**config.mk**
```make
export PLATFORM = sky130hd
export DESIGN_NAME = sprite_pixel_sched
export DESIGN_NICKNAME = d
export VERILOG_FILES = /design/src/rtl/sprite_pkg.sv /design/src/rtl/sprite_hit_check.sv /design/src/rtl/sprite_pixel_sched.sv
export SDC_FILE = /design/constraint.sdc
export NUM_CORES = 1
export LEC_CHECK = 0
export CORE_MARGIN = 1.5
export CORE_UTILIZATION = 56
export DETAILED_ROUTE_END_ITERATION = 16
export GPL_TIMING_DRIVEN = 0
export HOLD_SLACK_MARGIN = 0.06
export PLACE_DENSITY = 0.79
export SYNTH_ARGS = -nofsm -noshare
export SYNTH_HDL_FRONTEND = slang
export SYNTH_SLANG_ARGS = --single-unit
```
**constraint.sdc**
```tcl
create_clock -name Clk -period 5 [get_ports Clk]
set_input_delay 1 -clock Clk [delete_from_list [all_inputs] [get_ports Clk]]
set_output_delay 1 -clock Clk [all_outputs]
set_load 0.005 [all_outputs]
```
**src/rtl/sprite_pkg.sv**
```systemverilog
// Shared types and defaults for the per-pixel sprite scheduler.
// Holds sprite geometry defaults, the transparent index, coordinate type and sequencer states.
package sprite_pkg;

  localparam int DEF_NUM_SPR = 4;
  localparam int DEF_SPR_W   = 32;
  localparam int DEF_SPR_H   = 32;

  localparam logic [3:0] TRANSPARENT_IDX = 4'h0;

  typedef logic [9:0] coord_t;

  typedef enum logic [1:0] {
    ST_IDLE = 2'd0,
    ST_RD_A = 2'd1,
    ST_RD_B = 2'd2,
    ST_WAIT = 2'd3
  } seq_state_t;

endpackage

```
**src/rtl/sprite_hit_check.sv**
```systemverilog
// Combinational coverage test of one sprite against the current draw pixel.
// Offsets are 11 bits wide so a pixel left of / above the sprite wraps large and misses.
module sprite_hit_check
  import sprite_pkg::*;
#(
  parameter int SPR_W = DEF_SPR_W,
  parameter int SPR_H = DEF_SPR_H
) (
  input  coord_t                     sx,
  input  coord_t                     sy,
  input  logic                       en,
  input  coord_t                     draw_x,
  input  coord_t                     draw_y,
  output logic                       hit,
  output logic [$clog2(SPR_W)-1:0]   dx,
  output logic [$clog2(SPR_H)-1:0]   dy
);

  localparam logic [10:0] W_LIM = 11'(SPR_W);
  localparam logic [10:0] H_LIM = 11'(SPR_H);

  logic [10:0] dx_full;
  logic [10:0] dy_full;

  always_comb begin
    dx_full = {1'b0, draw_x} - {1'b0, sx};
    dy_full = {1'b0, draw_y} - {1'b0, sy};
    hit     = en && (dx_full < W_LIM) && (dy_full < H_LIM);
    dx      = dx_full[$clog2(SPR_W)-1:0];
    dy      = dy_full[$clog2(SPR_H)-1:0];
  end

endmodule

```
**src/rtl/sprite_pixel_sched.sv**
```systemverilog
// Per-pixel sprite scheduler: picks the two highest-priority covering sprites, reads
// both from the shared index ROM and composites them over the background, 4-cycle latency.
module sprite_pixel_sched
  import sprite_pkg::*;
#(
  parameter int NUM_SPR = DEF_NUM_SPR,
  parameter int SPR_W   = DEF_SPR_W,
  parameter int SPR_H   = DEF_SPR_H,
  parameter int ADDR_W  = $clog2(NUM_SPR) + $clog2(SPR_W) + $clog2(SPR_H)
) (
  input  logic                    Clk,
  input  logic                    Reset_n,
  input  logic                    frame_start,
  input  coord_t [NUM_SPR-1:0]    spr_x,
  input  coord_t [NUM_SPR-1:0]    spr_y,
  input  logic   [NUM_SPR-1:0]    spr_en,
  input  logic                    pix_tick,
  input  coord_t                  DrawX,
  input  coord_t                  DrawY,
  input  logic   [3:0]            bg_index,
  output logic                    rom_rd,
  output logic   [ADDR_W-1:0]     rom_addr,
  input  logic   [3:0]            rom_data,
  output logic                    pix_valid_out,
  output logic   [3:0]            pix_index,
  output logic                    pix_is_sprite,
  output logic                    overrun,
  output seq_state_t              seq_state
);

  localparam int IDW = $clog2(NUM_SPR);
  localparam int XW  = $clog2(SPR_W);
  localparam int YW  = $clog2(SPR_H);

  // Pixel interface: pix_tick is a one-cycle request with no back-pressure; a tick that
  // lands while a read is in progress is dropped and flagged on overrun. pix_valid_out is
  // a one-cycle pulse, exactly four cycles after each accepted tick.

  coord_t [NUM_SPR-1:0]          sh_x;
  coord_t [NUM_SPR-1:0]          sh_y;
  logic   [NUM_SPR-1:0]          sh_en;
  logic   [NUM_SPR-1:0]          hit;
  logic   [NUM_SPR-1:0][XW-1:0]  hdx;
  logic   [NUM_SPR-1:0][YW-1:0]  hdy;

  logic                sel_a_vld;
  logic                sel_b_vld;
  logic [IDW-1:0]      sel_a_id;
  logic [IDW-1:0]      sel_b_id;
  logic [ADDR_W-1:0]   sel_a_addr;
  logic [ADDR_W-1:0]   sel_b_addr;
  logic                start;

  logic                a_vld;
  logic                b_vld;
  logic [ADDR_W-1:0]   b_addr;
  logic [3:0]          data_a;

  // Shadow copies keep a moving sprite from tearing mid-frame.
  always_ff @(posedge Clk or negedge Reset_n) begin
    if (!Reset_n) begin
      sh_x  <= '0;
      sh_y  <= '0;
      sh_en <= '0;
    end else if (frame_start) begin
      sh_x  <= spr_x;
      sh_y  <= spr_y;
      sh_en <= spr_en;
    end
  end

  for (genvar g = 0; g < NUM_SPR; g++) begin : g_hit
    sprite_hit_check #(.SPR_W(SPR_W), .SPR_H(SPR_H)) u_hit (
      .sx     (sh_x[g]),
      .sy     (sh_y[g]),
      .en     (sh_en[g]),
      .draw_x (DrawX),
      .draw_y (DrawY),
      .hit    (hit[g]),
      .dx     (hdx[g]),
      .dy     (hdy[g])
    );
  end

  // First and second set bits of the hit vector, lowest index wins.
  always_comb begin
    sel_a_vld = 1'b0;
    sel_b_vld = 1'b0;
    sel_a_id  = '0;
    sel_b_id  = '0;
    for (int i = 0; i < NUM_SPR; i++) begin
      if (hit[i]) begin
        if (!sel_a_vld) begin
          sel_a_vld = 1'b1;
          sel_a_id  = IDW'(i);
        end else if (!sel_b_vld) begin
          sel_b_vld = 1'b1;
          sel_b_id  = IDW'(i);
        end
      end
    end
    sel_a_addr = ADDR_W'({sel_a_id, hdy[sel_a_id], hdx[sel_a_id]});
    sel_b_addr = ADDR_W'({sel_b_id, hdy[sel_b_id], hdx[sel_b_id]});
    start      = pix_tick && (seq_state == ST_IDLE || seq_state == ST_WAIT);
  end

  always_ff @(posedge Clk or negedge Reset_n) begin
    if (!Reset_n) begin
      seq_state     <= ST_IDLE;
      rom_rd        <= 1'b0;
      rom_addr      <= '0;
      a_vld         <= 1'b0;
      b_vld         <= 1'b0;
      b_addr        <= '0;
      data_a        <= '0;
      pix_valid_out <= 1'b0;
      pix_index     <= '0;
      pix_is_sprite <= 1'b0;
      overrun       <= 1'b0;
    end else begin
      rom_rd        <= 1'b0;
      pix_valid_out <= 1'b0;

      if (frame_start) overrun <= 1'b0;
      if (pix_tick && (seq_state == ST_RD_A || seq_state == ST_RD_B)) overrun <= 1'b1;

      if (start) begin
        seq_state <= ST_RD_A;
        a_vld     <= sel_a_vld;
        b_vld     <= sel_b_vld;
        b_addr    <= sel_b_addr;
        rom_rd    <= sel_a_vld;
        if (sel_a_vld) rom_addr <= sel_a_addr;
      end else begin
        case (seq_state)
          ST_RD_A: begin
            seq_state <= ST_RD_B;
            rom_rd    <= b_vld;
            if (b_vld) rom_addr <= b_addr;
          end
          ST_RD_B: begin
            data_a    <= rom_data;
            seq_state <= ST_WAIT;
          end
          default: seq_state <= ST_IDLE;
        endcase
      end

      // In WAIT, rom_data carries slot B's index for the pixel being finished.
      if (seq_state == ST_WAIT) begin
        pix_valid_out <= 1'b1;
        if (a_vld && data_a != TRANSPARENT_IDX) begin
          pix_index     <= data_a;
          pix_is_sprite <= 1'b1;
        end else if (b_vld && rom_data != TRANSPARENT_IDX) begin
          pix_index     <= rom_data;
          pix_is_sprite <= 1'b1;
        end else begin
          pix_index     <= bg_index;
          pix_is_sprite <= 1'b0;
        end
      end
    end
  end

endmodule

```
==> impl_results.md <==
* Die span in x at 133 µm
* Post-synthesis register bit count at 124
* Setup TNS at 0 ps
* Die span in y at 133 µm
* Row count at 47
* Area of the multi-input gates at 0.00605 mm²
* Core area at 0.0165 mm²
* Internal reg-to-reg setup slack at 460 ps
* CTS tree: done
* Vias at 9197
* IO Count at 138
* Area grow syn2layout at 30.0%
* Finished Cell Area at 0.0123 mm²
* Slew margin rel. at 45.2%
* Worst hold path type: flop to flop
* Power Density at 331 mW/mm²
* Synth area leaders: dfrtp_1, ha_1, o21ai_0, nand2_1, inv_1
* Final Cycle Share at 97.8%
* Switch share at 34.5%
* Status: completed
* R2r worst-path depth at 24
* Effective utilization at floorplan at 57.3%
* Root Buffer: clkbuf_16
* Worst Path Arrival at 5250 ps
* Worst VDD drop at 0.246 mV
* GRT Total Usage at 31.8%
* Clk_lat worst skew at 430 ps
* Post-synthesis cell type count at 82
* Logic pwr share at 38.2%
* Peak Freq at 205 MHz
* Final Util at 74.5%
* Primary FF master, synth: dfrtp_1
* Net load switching power at 0.00140 W
* Worst-path maximum fanout at 6
* Syn Inst Count at 1108
* Clock Skew at 9.10 ps
* Drt wl/cell at 18.3 µm
* Min Tclk post-route at 4890 ps
* Ant. Diodes at 0
* Vias in the first global route at 8851
* Sequential-to-total area share from yosys stat at 32.8%
* First-pass GRT wire length at 43900 µm
* CP required at 5360 ps
* Number of buffers created by CTS at 17
* Synthesized area at 0.00947 mm²
* Drt pass-1 iters at 5
* Iter 0 DRT Violations at 648
* Final hold vios at 0
* Slew Viols, Final at 0
* Async S/R FF share, synth at 100%
* Worst slack at placement at -1340 ps
* Die area at 0.0177 mm²
* Number of routed nets with antenna violations at 0
* Slew @ Worst Pin at 823 ps
* Most frequent cell after synthesis: nand2_1
* Clock Power Share at 31.0%
* Post-synthesis area per instance at 8.55 µm²
* Detail Placement HPWL at 20900 µm
* Leak Pwr at 5.65 nW
* Post-route setup slack at 112 ps
* Reg power frac at 30.8%
* Synth warn at 0
* Routed Wire Length at 28000 µm
* Nets at 1506
* Synth top area share at 32.8%
* Final setup viols at 0
* H-tree Lvls at 4
* Placement Cell Area at 0.0111 mm²
* EDFF count, synth at 0
* Synth area leader: dfrtp_1
* Gr ovfl total at 0
* Clock Tree Buf Depth at 2
* Max-cap violations at 0
* Layout cell share with drive strength beyond 1 at 12.8%
* Syn_nets at 1320
* Synth top cells by count: nand2_1, dfrtp_1, o21ai_0
* Largest net degree at the start of global routing at 67
* DR vias/cell at 6.02
* Worst Hold Path Cells at 2
* Initial antenna violation count at 0
* Worst setup path class: input pin to flop
* Startpoint Class: input pin
* Placer Congestion at 0.973
* Int Pwr at 0.00267 W
* Clk sinks at 124
* Clock transition at path regs at 60 ps
* Fillcell total at 1235
* Storage cell area at 0.00310 mm²
* Remaining DRCs at 0
* Buffers on Ports at 136
* Worst setup EP type: flop
==> cell families (layout without fill, tap and decap cells) <==
logic type / after synthesis / in the layout / synth area share (%)
adder cells (fa/ha/maj): 96 / 96 / 13.3
multiplexers: 48 / 48 / 5.40
flip-flops: 124 / 124 / 32.8
XOR/XNOR: 34 / 34 / 3.14
AO/OA/AOI/OAI: 324 / 324 / 22.1
AND/OR/NAND/NOR: 323 / 323 / 16.8
buffers and inverters: 159 / 358 / 6.51
==> flip-flops by register name (all words and copies together), names as in the netlist <==
register,flops
rom_addr,12
pix_index,4
sh_x,40
seq_state,2
overrun,1
b_addr,12
pix_is_sprite,1
sh_y,40
sh_en,4
b_vld,1
data_a,4
a_vld,1
pix_valid_out,1
rom_rd,1
==> worst paths after layout <==
| path | to | start |
|---|---|---|
| worst max register to register | a_vld | sh_x[0] |
| worst max-delay path | a_vld | DrawX[0] |
| max in group asynchronous | sh_y[28] | Reset_n |
| worst min-delay path | rom_addr[11] | rom_addr[11] |
| worst min register to register | rom_addr[11] | rom_addr[11] |
| min in group asynchronous | pix_is_sprite | Reset_n |
==> power groups by stage <==
| stage | clock, W | combinational, W | sequential (W) |
|---|---|---|---|
| 2_1_floorplan | 0 | 0.000949 | 0.00125 |
| 3_3_place_gp | 0 | 0.00141 | 0.00126 |
| 3_5_place_dp | 0 | 0.00144 | 0.00127 |
| 4_1_cts | 0.00127 | 0.00151 | 0.00125 |
| 5_1_grt | 0.00131 | 0.00170 | 0.00127 |
| 6_report | 0.00126 | 0.00156 | 0.00126 |
==> repair_timing <==
| action | 4_1_cts | 5_1_grt |
|---|---|---|
| endpoints found under the setup margin | 27 | 25 |
| setup buffers | 30 | 4 |
| hold buffers | 0 | 0 |
| resized for setup | 74 | 28 |
| pin swaps | 36 | 27 |
==> area by class of cell <==
class | count | area share (%)
inverter | 115 | 3.55
buffer | 41 | 1.74
tap | 220 | 2.24
timing repair buffer | 170 | 13.4
clock buffer | 25 | 3.86
clock inverter | 7 | 0.915
multi-input combinational | 825 | 49.1
sequential | 124 | 25.2
==> routing by layer <==
metal / up-vias / wire length (µm) / global-route usage (%)
met2: 389 / 13400 / 53.5
met5: - / 0 / 0
met4: 0 / 1120 / 14.6
met1: 4404 / 11900 / 40.7
met3: 83 / 1550 / 4.48
li1: 4321 / - / -
==> placed cells by master (no fill, tap or decap), drive strengths merged, types with 15 or more instances in the layout <==
master	n
nand2	139
clkdlybuf4s50	127
dfrtp	124
o21ai	119
inv	114
ha	88
nor2	59
a21oi	57
clkbuf	55
buf	48
a21o	29
mux2i	26
xnor2	23
mux2	22
nor4	19
a31oi	17
nand2b	15
nand3	15
==> critical path, cell delays in order <==
cell	delay, ps
buf_2	100
inv_2	80
ha_4	140
inv_2	40
fa_2	360
a21o_1	180
a21oi_2	220
nor2b_1	80
o21a_1	200
or3_1	320
nand2_2	120
nand2_2	70
nor4b_4	210
nand4_1	160
or4_4	520
ha_4	210
clkbuf_16	160
o41ai_4	100
o21ai_2	150
buf_4	150
buf_4	120
buf_4	120
buf_4	130
buf_4	120
buf_4	130
nand2_2	40
==> metrics by stage <==
| stage | std cells | total power (W) | hold slack [ps] |
|---|---|---|---|
| after CTS | 1523 | 0.00403 | 480 |
| after floorplan | 1108 | 0.00220 | 448 |
| after global routing | 1527 | 0.00429 | 517 |
| after detailed placement | 1465 | 0.00271 | 467 |
| final | 1527 | 0.00408 | 476 |
| after global placement | 1464 | 0.00267 | 465 |
No activity file was read; power rests on OpenSTA's default activity.
